`config.mk`:
```
export PLATFORM = sky130hd
export DESIGN_NAME = vc_allocator_flat
export DESIGN_NICKNAME = d
export VERILOG_FILES = /design/src/rtl/vc_allocator_if.sv /design/src/rtl/vc_allocator.sv /design/src/flat_wrapper.sv
export SDC_FILE = /design/constraint.sdc
export NUM_CORES = 1
export LEC_CHECK = 0
export ABC_CLOCK_PERIOD_IN_PS = 3900
export CORE_MARGIN = 4
export CORE_UTILIZATION = 58
export DETAILED_ROUTE_END_ITERATION = 6
export GPL_ROUTABILITY_DRIVEN = 0
export PLACE_DENSITY = 0.81
export SLEW_MARGIN = 25
export SYNTH_ARGS = -nofsm -noshare
export SYNTH_HDL_FRONTEND = slang
export SYNTH_SLANG_ARGS = --single-unit
```
`constraint.sdc`:
```
create_clock -name clk -period 3.9 [get_ports clk]
set_clock_uncertainty 0.15 [all_clocks]
set_input_delay 0.975 -clock clk [delete_from_list [all_inputs] [get_ports clk]]
set_output_delay 0.975 -clock clk [all_outputs]
set_load 0.05 [all_outputs]
```
`src/rtl/vc_allocator_if.sv`:
```
// Request/grant/release bundle between the input VCs of one output port and its VC allocator.
interface vc_allocator_if #(
  parameter int NUM_REQ = 5,
  parameter int NUM_VC  = 2,
  parameter int VC_W    = (NUM_VC > 1) ? $clog2(NUM_VC) : 1
);
  logic [NUM_REQ-1:0] req_i;
  logic [NUM_VC-1:0]  release_i;
  logic [NUM_REQ-1:0] grant_o;
  logic [VC_W-1:0]    grant_vc_o;
  logic [NUM_VC-1:0]  vc_busy_o;
  logic               err_o;

  modport master (
    output req_i, release_i,
    input  grant_o, grant_vc_o, vc_busy_o, err_o
  );

  modport slave (
    input  req_i, release_i,
    output grant_o, grant_vc_o, vc_busy_o, err_o
  );
endinterface

```
`src/rtl/vc_allocator.sv`:
```
// Round-robin VC allocator: grants at most one requester per cycle the lowest FREE downstream VC.
module vc_allocator #(
  parameter int NUM_REQ = 5,
  parameter int NUM_VC  = 2,
  parameter int VC_W    = (NUM_VC > 1) ? $clog2(NUM_VC) : 1
) (
  input  logic           clk,
  input  logic           rst,
  vc_allocator_if.slave  bus
);
  localparam int PTR_W = (NUM_REQ > 1) ? $clog2(NUM_REQ) : 1;
  localparam logic [0:0] FREE = 1'b0;
  localparam logic [0:0] BUSY = 1'b1;

  logic [NUM_VC-1:0]  r_vc_st;
  logic [PTR_W-1:0]   r_rr_ptr;
  logic [NUM_REQ-1:0] r_grant;
  logic [VC_W-1:0]    r_grant_vc;
  logic               r_err;

  logic [NUM_REQ-1:0] w_elig;
  logic [NUM_REQ-1:0] w_win_oh;
  logic [NUM_VC-1:0]  w_rel;
  logic [NUM_VC-1:0]  w_free;
  logic               w_win_vld;
  logic [PTR_W-1:0]   w_win;
  logic               w_vc_vld;
  logic [VC_W-1:0]    w_vc;
  logic               w_gnt;

  // The requester shown on grant_o this cycle sits out so it cannot win twice in a row.
  assign w_elig   = bus.req_i & ~r_grant;
  assign w_rel    = bus.release_i;
  assign w_gnt    = w_win_vld & w_vc_vld;
  assign w_win_oh = NUM_REQ'(1) << w_win;

  always_comb begin
    for (int v = 0; v < NUM_VC; v++) w_free[v] = (r_vc_st[v] == FREE);
  end

  always_comb begin : rr_pick
    int idx;
    idx       = 0;
    w_win_vld = 1'b0;
    w_win     = '0;
    for (int k = 0; k < NUM_REQ; k++) begin
      idx = int'(r_rr_ptr) + k;
      if (idx >= NUM_REQ) idx = idx - NUM_REQ;
      if (!w_win_vld && w_elig[idx]) begin
        w_win_vld = 1'b1;
        w_win     = PTR_W'(idx);
      end
    end
  end

  always_comb begin : vc_pick
    w_vc_vld = 1'b0;
    w_vc     = '0;
    for (int v = NUM_VC - 1; v >= 0; v--) begin
      if (w_free[v]) begin
        w_vc_vld = 1'b1;
        w_vc     = VC_W'(v);
      end
    end
  end

  always_ff @(posedge clk) begin
    if (rst) begin
      r_vc_st    <= '0;
      r_rr_ptr   <= '0;
      r_grant    <= '0;
      r_grant_vc <= '0;
      r_err      <= 1'b0;
    end else begin
      // Releasing a FREE VC (even one being allocated now) is a protocol error with no effect.
      r_err <= |(w_rel & w_free);
      for (int v = 0; v < NUM_VC; v++) begin
        if (w_rel[v] && r_vc_st[v] == BUSY) r_vc_st[v] <= FREE;
      end
      if (w_gnt) begin
        r_vc_st[w_vc] <= BUSY;
        r_rr_ptr      <= (w_win == PTR_W'(NUM_REQ - 1)) ? '0 : w_win + PTR_W'(1);
        r_grant       <= w_win_oh;
        r_grant_vc    <= w_vc;
      end else begin
        r_grant    <= '0;
        r_grant_vc <= '0;
      end
    end
  end

  assign bus.grant_o    = r_grant;
  assign bus.grant_vc_o = r_grant_vc;
  assign bus.vc_busy_o  = r_vc_st;
  assign bus.err_o      = r_err;
endmodule

```
`src/flat_wrapper.sv`:
```
// flat-port wrapper written by rule: the top's interface ports become plain ports
module vc_allocator_flat 
#(
  parameter int NUM_REQ = 5,
  parameter int NUM_VC  = 2,
  parameter int VC_W    = (NUM_VC > 1) ? $clog2(NUM_VC) : 1
)
  (clk, rst, bus_req_i, bus_release_i, bus_grant_o, bus_grant_vc_o, bus_vc_busy_o, bus_err_o);
  vc_allocator_if #(.NUM_REQ(NUM_REQ), .NUM_VC(NUM_VC), .VC_W(VC_W)) bus_i ();
  input  logic clk;
  input  logic rst;
  input wire logic [$bits(bus_i.req_i)-1:0] bus_req_i;
  input wire logic [$bits(bus_i.release_i)-1:0] bus_release_i;
  output wire logic [$bits(bus_i.grant_o)-1:0] bus_grant_o;
  output wire logic [$bits(bus_i.grant_vc_o)-1:0] bus_grant_vc_o;
  output wire logic [$bits(bus_i.vc_busy_o)-1:0] bus_vc_busy_o;
  output wire logic [$bits(bus_i.err_o)-1:0] bus_err_o;
  assign bus_i.req_i = bus_req_i;
  assign bus_i.release_i = bus_release_i;
  assign bus_grant_o = bus_i.grant_o;
  assign bus_grant_vc_o = bus_i.grant_vc_o;
  assign bus_vc_busy_o = bus_i.vc_busy_o;
  assign bus_err_o = bus_i.err_o;
  vc_allocator #(.NUM_REQ(NUM_REQ), .NUM_VC(NUM_VC), .VC_W(VC_W)) u_core (.clk(clk), .rst(rst), .bus(bus_i));
endmodule
```
==> impl_results.rst, run 1 <==
.. list-table::
   :header-rows: 1

   * - Metric
     - Value
   * - Post-cts hold buffer count
     - 0
   * - Critical path start-end classification
     - in -> reg
   * - Gate Count Post-Synth
     - ~210
   * - Run status
     - completed
   * - End of the worst register-to-register path
     - u_core.r_rr_ptr[1]$_SDFFE_PP0N_
   * - 1st-iter DRT viols
     - 164
   * - Post-Synthesis Net Count
     - between 200 and 250
   * - Startpoint type of the worst setup path
     - input port
   * - Total Nets Final
     - between 200 and 300
   * - Level count of the clock H-tree
     - 1
   * - Netlist area before placement
     - 1780 um2
   * - Slew Limit Headroom
     - 0.650
   * - Setup repair bufs after CTS
     - 0
   * - Transition time at the pin with the least slew margin
     - approximately 0.52 ns
   * - Layout cells sized above 1
     - 0.161
   * - Async set-reset flop share out of synthesis
     - 0
   * - Boundary Pins
     - 18
   * - Sequential element share of the synthesized area
     - 0.135
   * - Number of antenna repair diodes
     - 0
   * - CTS buffer count
     - 3
   * - Peak Freq
     - 272 MHz
   * - Number of buffers added on ports
     - 17
   * - Via density per instance
     - ~6.7
   * - First-pass iteration count of the detailed router
     - 4
   * - Clock slew at the register clock pins of the worst setup and hold paths
     - 0.07 ns
   * - CTS sink cnt
     - 12
   * - Maximum number of pins on one net before global-route repair
     - 21
   * - Final setup violation count
     - 0
   * - Average wire length per cell after detail routing
     - around 18 um
   * - Wire length of the first global-routing pass
     - approximately 8100 um
   * - Via count
     - 1792
   * - Floorplan die area
     - 4020 um2
   * - Maximum fanout along the worst path
     - 6
   * - Horizontal die dimension
     - about 63 um
   * - Capture endpoint of the worst hold path
     - u_core.bus.vc_busy_o[1]$_SDFF_PP0_
   * - Final cycle utilization of the critical path
     - 0.944
   * - Data arrival at the endpoint of the critical path
     - 3.71 ns
   * - Tot GR Track Use
     - 0.250
   * - TritonCTS clock tree
     - done
   * - Maximum clock path buffer count
     - 2
   * - Hold Path Origin
     - u_core.bus.vc_busy_o[1]$_SDFF_PP0_
   * - Number of antenna violations at the first check in global routing
     - 0
   * - Flip-flop and latch count after synthesis
     - 12
   * - Number of global-route vias before repair
     - 1720
   * - Starting utilization of the core area
     - 0.624
   * - Post-detailed-route DRC marker count
     - 0
   * - Number of warnings printed during yosys synthesis
     - 0
   * - Area overhead of the layout relative to synthesis
     - 14.8%
   * - EDFF count, synth
     - 0
   * - Count of different cell masters after synthesis
     - between 60 and 70
   * - # Max-Cap Violations
     - 0
   * - Total overflow reported by the global router
     - 0
   * - Height of the chip
     - 63.4 um
   * - Clock Root Buffer
     - sky130_fd_sc_hd__clkbuf_4
   * - Unrepaired setup endpoints after global routing
     - no
   * - Origin of the critical flop-to-flop path
     - u_core.r_rr_ptr[0]$_SDFFE_PP0N_
   * - Final critical-path required period
     - approximately 3.7 ns
   * - Critical path endpoint category
     - flip-flop
   * - Dpl hpwl
     - 3810 um
   * - Post-route cell area
     - 2040 um2
   * - Most used flip-flop cell after synthesis
     - sky130_fd_sc_hd__dfxtp_1
   * - Flop2flop setup slack
     - about 0.26 ns
   * - Worst r2r path cells
     - 16
   * - Worst min-delay path category
     - reg -> reg
   * - Area post-placement
     - 2020 um2
   * - Core area
     - about 2900 um2
   * - Most frequent standard cell in the layout excluding fill and tap cells
     - sky130_fd_sc_hd__nor2_1
   * - Clock Latency Late Sink
     - about 0.27 ns
   * - Avg Cell Area, Syn
     - 8.39 um2
   * - Number of nets with antenna violations after detailed routing
     - 0
   * - Worst path required time
     - between 3 and 4 ns
   * - CP startpoint
     - bus_req_i[2]
   * - Most used cells in the layout excluding fill and tap cells
     - sky130_fd_sc_hd__nor2_1, sky130_fd_sc_hd__clkdlybuf4s50_1, sky130_fd_sc_hd__dfxtp_1
   * - Cell row count
     - 19
   * - Hold Path Depth
     - 2
   * - Fin. Hold Viols
     - 0
   * - Routed WL
     - around 4700 um
   * - Final Max Tran Viols
     - 0
[worst max path at each step]
stage          cells past startpoint  slack, ns                               to
3_3_place_gp                      12      -0.02  u_core.r_rr_ptr[0]$_SDFFE_PP0N_
6_report                          12       0.22  u_core.r_rr_ptr[1]$_SDFFE_PP0N_
5_1_grt                           15      0.007  u_core.r_rr_ptr[1]$_SDFFE_PP0N_
4_1_cts                           12       0.22  u_core.r_rr_ptr[1]$_SDFFE_PP0N_
3_5_place_dp                      12      -0.05  u_core.r_rr_ptr[1]$_SDFFE_PP0N_
2_1_floorplan                     15       0.39  u_core.r_rr_ptr[1]$_SDFFE_PP0N_
[worst max-delay path, stage by stage]
cell,delay (ns)
sky130_fd_sc_hd__clkdlybuf4s50_1,0.52
sky130_fd_sc_hd__or3b_1,0.40
sky130_fd_sc_hd__o2111ai_1,0.11
sky130_fd_sc_hd__o311ai_1,0.20
sky130_fd_sc_hd__o211a_1,0.18
sky130_fd_sc_hd__a21o_1,0.19
sky130_fd_sc_hd__o221ai_1,0.16
sky130_fd_sc_hd__a32o_2,0.22
sky130_fd_sc_hd__inv_2,0.06
sky130_fd_sc_hd__ha_1,0.23
sky130_fd_sc_hd__and2_1,0.19
sky130_fd_sc_hd__o41ai_2,0.28
[synth_stat cells (all sizes together) (3+ instances only)]
cell | count | share of area
xor2 | 3 | 0.036
nand3b | 8 | 0.041
and3 | 4 | 0.014
nor4 | 3 | 0.011
a211oi | 5 | 0.021
nor2b | 6 | 0.021
a21o | 4 | 0.018
o211ai | 3 | 0.015
nand2b | 10 | 0.035
inv | 15 | 0.032
o211a | 6 | 0.034
nor2 | 19 | 0.040
nand3 | 3 | 0.011
nor3 | 7 | 0.020
buf | 5 | 0.023
or3b | 6 | 0.030
o21ai | 3 | 0.0084
nand2 | 10 | 0.021
a21oi | 12 | 0.040
o221ai | 5 | 0.032
o2111ai | 4 | 0.020
ha | 11 | 0.077
dfxtp | 12 | 0.14
mux2i | 9 | 0.058
[sequential cells by signal, summed over array words and instances (netlist names)]
register               cells
u_core.bus.err_o           1
u_core.bus.vc_busy_o       2
u_core.bus.grant_vc_o      1
u_core.bus.grant_o         5
u_core.r_rr_ptr            3
[repair_timing]
item                                   4_1_cts  5_1_grt
endpoints found under the hold margin        0        0
setup endpoints to repair                    0        4
gates resized for setup                      0        1
[metrics by stage]
step	TNS [ns]	hold WS, ns	worst slack [ns]	utilization	cells
floorplan	0	0.570	0.391	-	212
global placement	-0.0200	0.367	-0.0193	0.708	264
detailed placement	-0.106	0.372	-0.0544	0.708	264
CTS	0	0.388	0.220	0.716	267
global route	0	0.440	0.00748	0.716	267
finish	0	0.391	0.217	0.716	267
[logic make-up after synthesis]
| kind of cell | after synthesis | share of synthesized area |
|---|---|---|
| AND/OR/NAND/NOR | 88 | 0.290 |
| AO/OA/AOI/OAI | 64 | 0.310 |
| buffers and inverters | 21 | 0.0563 |
| adder cells (fa/ha/maj) | 12 | 0.0886 |
| flip-flops | 12 | 0.135 |
| multiplexers | 11 | 0.0788 |
| XOR/XNOR | 4 | 0.0408 |
[layer usage]
metal  up-vias  wire length [um]  global-route usage  share of wire
met5         -                 0                   0              0
met4         0               191               0.156          0.041
met3        23               408              0.0337          0.087
met2       104              2210               0.386           0.47
met1       812              1900               0.324           0.40
li1        853                 -                   -              -
[final cells by class]
cell class              instances  area [um2]
inverters                      15        56.3
flip-flops and latches         12         240
multi-input cells             179        1440
clock buffers                   3        22.5
well taps                      31        38.8
repair buffers                 27         245
fillers                       243         811
Power of run 1 is not shown: default switching activity piles up to over one toggle a cycle in this logic, so the estimate is an artifact.
==> run 2, diff against run 1 <==
--- a/config.mk
+++ b/config.mk
@@ -8,6 +8,7 @@
 export ABC_CLOCK_PERIOD_IN_PS = 3900
 export CORE_MARGIN = 4
 export CORE_UTILIZATION = 58
+export CTS_BUF_LIST = sky130_fd_sc_hd__clkbuf_8 sky130_fd_sc_hd__clkbuf_16
 export DETAILED_ROUTE_END_ITERATION = 6
 export GPL_ROUTABILITY_DRIVEN = 0
 export PLACE_DENSITY = 0.81
==> impl_results.rst, run 2 (synthesis gave the netlist of run 1 again) <==
.. list-table::
   :header-rows: 1

   * - Metric
     - Value
   * - Run status
     - completed
   * - Most used cells in the layout excluding fill and tap cells
     - sky130_fd_sc_hd__nor2_1, sky130_fd_sc_hd__clkdlybuf4s50_1, sky130_fd_sc_hd__dfxtp_1
   * - Peak Freq
     - 268 MHz (-1.2%)
   * - Detailed route wirelength on metal2
     - 2250 um (+1.9%)
   * - Final Max Tran Viols
     - 0 (unchanged)
   * - End of the worst register-to-register path
     - u_core.r_rr_ptr[1]$_SDFFE_PP0N_
   * - Boundary Pins
     - 18 (unchanged)
   * - Worst r2r path cells
     - 16 (unchanged)
   * - Final cycle utilization of the critical path
     - 0.956 (+0.0115)
   * - Critical path endpoint category
     - flip-flop
   * - Final setup violation count
     - 0 (unchanged)
   * - Worst path required time
     - 3.89 ns (-0.04 ns)
   * - Origin of the critical flop-to-flop path
     - u_core.r_rr_ptr[0]$_SDFFE_PP0N_
   * - Most frequent standard cell in the layout excluding fill and tap cells
     - sky130_fd_sc_hd__nor2_1
   * - Total Nets Final
     - 260 (+0.39%)
   * - Fin. Hold Viols
     - 0 (unchanged)
   * - Horizontal die dimension
     - 63.4 um (unchanged)
   * - TritonCTS clock tree
     - done
   * - Max FFs per register
     - 5 (unchanged)
   * - Wire length of the first global-routing pass
     - 8170 um (+0.94%)
   * - Number of global-route vias before repair
     - 1734 (+0.81%)
   * - Maximum single-stage delay on the critical path
     - 0.52 ns (about the same)
   * - Worst min-delay path category
     - reg -> reg
   * - Via count
     - 1790 (-0.11%)
   * - Dominant delay contributor by cell family on the critical path
     - compound AO/OA/AOI/OAI gates
   * - Maximum number of pins on one net before global-route repair
     - 21 (unchanged)
   * - Data arrival at the endpoint of the critical path
     - 3.72 ns (about the same)
   * - Clock slew at the register clock pins of the worst setup and hold paths
     - 0.05 ns (-0.02 ns)
   * - Multi-input gate area in the final layout
     - 1440 um2 (unchanged)
   * - CTS sink cnt
     - 12 (unchanged)
   * - Total overflow reported by the global router
     - 0 (unchanged)
   * - Number of antenna repair diodes
     - 0 (unchanged)
   * - Routed WL
     - 4760 um (+1.1%)
   * - Max stage delay cell, worst path
     - sky130_fd_sc_hd__clkdlybuf4s50_1
   * - Height of the chip
     - 63.4 um (unchanged)
   * - Critical path start-end classification
     - in -> reg
   * - Transition time at the pin with the least slew margin
     - 0.513 ns (-0.00420 ns)
   * - CTS buffer count
     - 3 (unchanged)
   * - Number of antenna violations at the first check in global routing
     - 0 (unchanged)
   * - 1st-iter DRT viols
     - 133 (-19%)
   * - Level count of the clock H-tree
     - 1 (unchanged)
   * - Area overhead of the layout relative to synthesis
     - 16.2%
   * - Number of nets with antenna violations after detailed routing
     - 0 (unchanged)
   * - Slew Limit Headroom
     - 0.653 (+0.00284)
   * - Cell row count
     - 19 (unchanged)
   * - Startpoint type of the worst setup path
     - input port
   * - Setup slack after placement
     - -0.0544 ns (unchanged)
   * - Maximum fanout along the worst path
     - 6 (unchanged)
   * - Hold Path Origin
     - u_core.bus.vc_busy_o[1]$_SDFF_PP0_
   * - Layout cells sized above 1
     - 0.165 (+0.00354)
   * - Starting utilization of the core area
     - 0.624 (unchanged)
   * - Fill cell total of the finished layout
     - 232 (-4.5%)
   * - Post-detailed-route DRC marker count
     - 0 (unchanged)
   * - Average wire length per cell after detail routing
     - 17.8 um (+0.68%)
   * - Floorplan die area
     - 4020 um2 (unchanged)
   * - Top metal layer carrying routed signals
     - met4
   * - Dpl hpwl
     - 3810 um (unchanged)
   * - Maximum clock path buffer count
     - 2 (unchanged)
   * - Number of buffers added on ports
     - 17 (unchanged)
   * - Core area
     - 2850 um2 (unchanged)
   * - Buffering stage count on the worst path with inverters included
     - 2 (unchanged)
   * - Final setup margin
     - 0.172 ns (-0.0447 ns)
   * - Flop2flop setup slack
     - 0.25 ns (about the same)
   * - Final critical-path required period
     - 3.73 ns (+0.0447 ns)
   * - First-pass iteration count of the detailed router
     - 5 (+1)
   * - CP cell instances
     - clkdlybuf4s50_1 -> or3b_1 -> o2111ai_1 -> o311ai_1 -> o211a_1 -> a21o_1 -> o221ai_1 -> a32o_2 -> inv_2 -> ha_1 -> and2_1 -> o41ai_2
   * - Clock Root Buffer
     - sky130_fd_sc_hd__clkbuf_8
   * - Register Area
     - 240 um2 (unchanged)
   * - # Max-Cap Violations
     - 0 (unchanged)
   * - Capture endpoint of the worst hold path
     - u_core.bus.vc_busy_o[1]$_SDFF_PP0_
   * - Tot GR Track Use
     - 0.251 (+0.00148)
   * - M1 wire length
     - 1980 um (+4.4%)
   * - Met3 Routed Length
     - 330 um (-19%)
   * - Hold Path Depth
     - 2 (unchanged)
   * - Clock Latency Late Sink
     - 0.24 ns (-0.03 ns)
   * - Via density per instance
     - 6.68 (-0.48%)
## run 2: changes by cell type in the layout (fill, tap and decap cells not counted), sizes merged
cell  before  now
buf       10   11
## run 2: worst max-delay path by stage
stage / from / to / slack, ns / depth (start not counted)
2_1_floorplan: u_core.r_rr_ptr[0]$_SDFFE_PP0N_ / u_core.r_rr_ptr[1]$_SDFFE_PP0N_ / 0.39 / 15
4_1_cts: bus_req_i[2] / u_core.r_rr_ptr[1]$_SDFFE_PP0N_ / 0.17 / 12
5_1_grt: u_core.r_rr_ptr[0]$_SDFFE_PP0N_ / u_core.r_rr_ptr[1]$_SDFFE_PP0N_ / -0.003 / 15
3_3_place_gp: bus_req_i[2] / u_core.r_rr_ptr[0]$_SDFFE_PP0N_ / -0.02 / 12
3_5_place_dp: bus_req_i[2] / u_core.r_rr_ptr[1]$_SDFFE_PP0N_ / -0.05 / 12
6_report: bus_req_i[2] / u_core.r_rr_ptr[1]$_SDFFE_PP0N_ / 0.17 / 12
## run 2: timing repair
| action | 4_1_cts | 5_1_grt |
|---|---|---|
| gates resized for setup | 0 | 1 |
| buffers inserted | 0 | 1 |
| hold buffers | 0 | 0 |
| endpoints found under the setup margin | 0 | 4 |
## run 2: routing by layer
metal / GRT usage / vias up
met3: 0.0213 / 23
li1: - / 857
met2: 0.394 / 97
met5: 0 / -
met1: 0.330 / 813
met4: 0.156 / 0
## run 2: final cells by class
type / count / area share
Clock buffer: 3 / 0.0200
Inverter: 15 / 0.0272
Tap cell: 31 / 0.0188
Sequential cell: 12 / 0.116
Timing Repair Buffer: 28 / 0.122
Multi-Input combinational cell: 179 / 0.696
## run 2: through the flow
step	cells	TNS (ns)	utilization	hold WS, ns	cell area, um2
final	268	0	0.725	0.385	2070
after global placement	264	-0.0200	0.708	0.367	2020
after detailed placement	264	-0.106	0.708	0.372	2020
after global routing	268	-0.00257	0.725	0.436	2070
after CTS	267	0	0.722	0.385	2060
after floorplan	212	0	-	0.570	1780
## run 2: worst reg2reg max path, cell delays in order, from the launching register on
cell                       delay, ns
sky130_fd_sc_hd__dfxtp_1        0.31
sky130_fd_sc_hd__inv_2          0.21
sky130_fd_sc_hd__ha_1           0.25
sky130_fd_sc_hd__inv_1          0.06
sky130_fd_sc_hd__fa_1           0.49
sky130_fd_sc_hd__inv_2          0.16
sky130_fd_sc_hd__a211oi_1       0.09
sky130_fd_sc_hd__o221ai_1       0.26
sky130_fd_sc_hd__buf_4          0.20
sky130_fd_sc_hd__nand2_1        0.05
sky130_fd_sc_hd__a21o_1         0.16
sky130_fd_sc_hd__o221ai_1       0.16
sky130_fd_sc_hd__a32o_2         0.23
sky130_fd_sc_hd__inv_2          0.06
sky130_fd_sc_hd__ha_1           0.23
sky130_fd_sc_hd__and2_1         0.19
sky130_fd_sc_hd__o41ai_2        0.28
Power of run 2 is left out for the same reason.
==> RTL change, RTL diff (settings of run 2) <==
`NUM_VC` is set to 2 in 3 places; all go to 4.
--- a/src/rtl/vc_allocator_if.sv
+++ b/src/rtl/vc_allocator_if.sv
@@ -2,5 +2,5 @@
 interface vc_allocator_if #(
   parameter int NUM_REQ = 5,
-  parameter int NUM_VC  = 2,
+  parameter int NUM_VC  = 4,
   parameter int VC_W    = (NUM_VC > 1) ? $clog2(NUM_VC) : 1
 );
--- a/src/rtl/vc_allocator.sv
+++ b/src/rtl/vc_allocator.sv
@@ -2,5 +2,5 @@
 module vc_allocator #(
   parameter int NUM_REQ = 5,
-  parameter int NUM_VC  = 2,
+  parameter int NUM_VC  = 4,
   parameter int VC_W    = (NUM_VC > 1) ? $clog2(NUM_VC) : 1
 ) (
--- a/src/flat_wrapper.sv
+++ b/src/flat_wrapper.sv
@@ -3,5 +3,5 @@
 #(
   parameter int NUM_REQ = 5,
-  parameter int NUM_VC  = 2,
+  parameter int NUM_VC  = 4,
   parameter int VC_W    = (NUM_VC > 1) ? $clog2(NUM_VC) : 1
 )
Interface: changed (resized bus_grant_vc_o, bus_release_i and bus_vc_busy_o); port bits go from 18 to 23. No check against the original RTL was run, so the function may have changed too.
==> RTL change against run 2 <==
Setup slack worse by 150 ps. Non-clock buffer count is 43 higher. Core utilization is 12 points higher. Largest cell class unchanged. Cell area is 24% higher. Sequential share of layout area is 0.36 points higher. Wire length is 27% higher. Area after synthesis is 3.2% higher. Sequential cell count is 3 higher.
==> RTL change: results (changes against run 2) <==
Status
The run finished with clean final reports.

GRT
The global routing usage on met3 is 3.34% (+1.2 points). The overall global routing resource usage is 29.2% (+4.0 points). The via count of the first global-routing pass is 1912 (+10%). The global routing met2 resource utilization is 45.6% (+6.2 points). The first-pass GRT wire length is 9.46 mm (+16%).

Place
The cell area after placement is 2400 um^2 (+19%). The number of port buffers was 22 (+5). The total half-perimeter wirelength after legalization and detailed placement is 4.57 mm (+20%). The worst-case setup slack after placement is -277 ps (-222 ps).

The number of cells in the design after placement is 329 (+25%).

Synthesis
The mux share of post-synthesis cell area is 3.34% (-4.5 points). The number of instances in the synthesized netlist is 229 (+8.0%). After synthesis, the cell types taking the most area are sky130_fd_sc_hd__dfxtp_1 (16%), sky130_fd_sc_hd__ha_1 (7.5%), sky130_fd_sc_hd__a21oi_1 (3.3%), sky130_fd_sc_hd__o21ai_0 (3.3%), sky130_fd_sc_hd__o211ai_1 (3.3%). The synthesized-area fraction occupied by adder cells is 8.58% (-0.28 points).

The net count after synthesis came to 252 (+8.2%). The portion of the post-synthesis area used by sequential elements is 16.3% (+2.8 points). Ranked by instance count, the synthesized netlist is headed by sky130_fd_sc_hd__dfxtp_1 (15), sky130_fd_sc_hd__inv_1 (14), sky130_fd_sc_hd__a21oi_1 (12), sky130_fd_sc_hd__o21ai_0 (12), sky130_fd_sc_hd__ha_1 (11).

The area share of xor/xnor cells in the synthesized design came to 1.36% (-2.7 points).

STA
The final worst-path cycle share came to 99.4% (+3.8 points). The minimum hold slack is 372 ps (-13.3 ps). The tightest slew margin relative to the limit is 48.6% (-17 points).

Finish
The fill cell total of the finished layout is 182 (-22%). The number of standard cells in the final layout excluding fillers is 338 (+26%). The total number of nets in the final design is 318 (+22%).

Routing
The detailed route wirelength on metal2 is 2.80 mm (+24%). The wire length the detailed router placed on met1 was 2.52 mm (+27%). The iteration-0 DRC count of the detailed router came to 209 (+57%). The number of optimization iterations in the first detailed-route pass is 4 (-1).
RTL change: critical path, cell delays in order:
cell,delay (ps)
sky130_fd_sc_hd__clkdlybuf4s50_1,460
sky130_fd_sc_hd__nand2b_1,170
sky130_fd_sc_hd__buf_4,130
sky130_fd_sc_hd__mux2i_1,100
sky130_fd_sc_hd__nand2_1,110
sky130_fd_sc_hd__o211ai_1,130
sky130_fd_sc_hd__or4b_4,580
sky130_fd_sc_hd__or2_4,280
sky130_fd_sc_hd__o311ai_4,330
sky130_fd_sc_hd__ha_2,270
sky130_fd_sc_hd__nand2_2,70
sky130_fd_sc_hd__a41o_1,260
RTL change: layout make-up:
class                      instances  area, um^2  area share (%)
multi-input combinational        188        1500            58.2
tap                               44        55.1            2.14
sequential                        15         308            12.0
clock buffer                       3        41.3            1.61
clock inverter                     1        5.00           0.195
inverter                          16        68.8            2.68
timing repair buffer              71         597            23.2
RTL change: power by group through the flow:
stage                     combinational [mW]  sequential, mW  clock [mW]
after detailed placement                2.10           0.257           0
after global routing                    2.49           0.272       0.137
after floorplan                         1.31           0.351           0
after CTS                               2.13           0.254       0.128
final                                   2.34           0.263       0.127
after global placement                  2.06           0.254           0
RTL change: repair_timing:
action | CTS | global route
cloned | 0 | 0
hold endpoints to repair | 0 | 0
buffers inserted | 0 | 5
pin swaps | 2 | 12
setup endpoints to repair | 4 | 5
hold buffers | 0 | 0
resized for setup | 1 | 22
RTL change: worst paths after layout:
path,from,to,depth (start not counted)
max,bus_req_i[3],u_core.r_rr_ptr[0],12
min,u_core.bus.vc_busy_o[3],u_core.bus.grant_vc_o[1],1
max reg2reg,u_core.r_rr_ptr[0],u_core.r_rr_ptr[0],13
min reg2reg,u_core.bus.vc_busy_o[3],u_core.bus.grant_vc_o[1],1
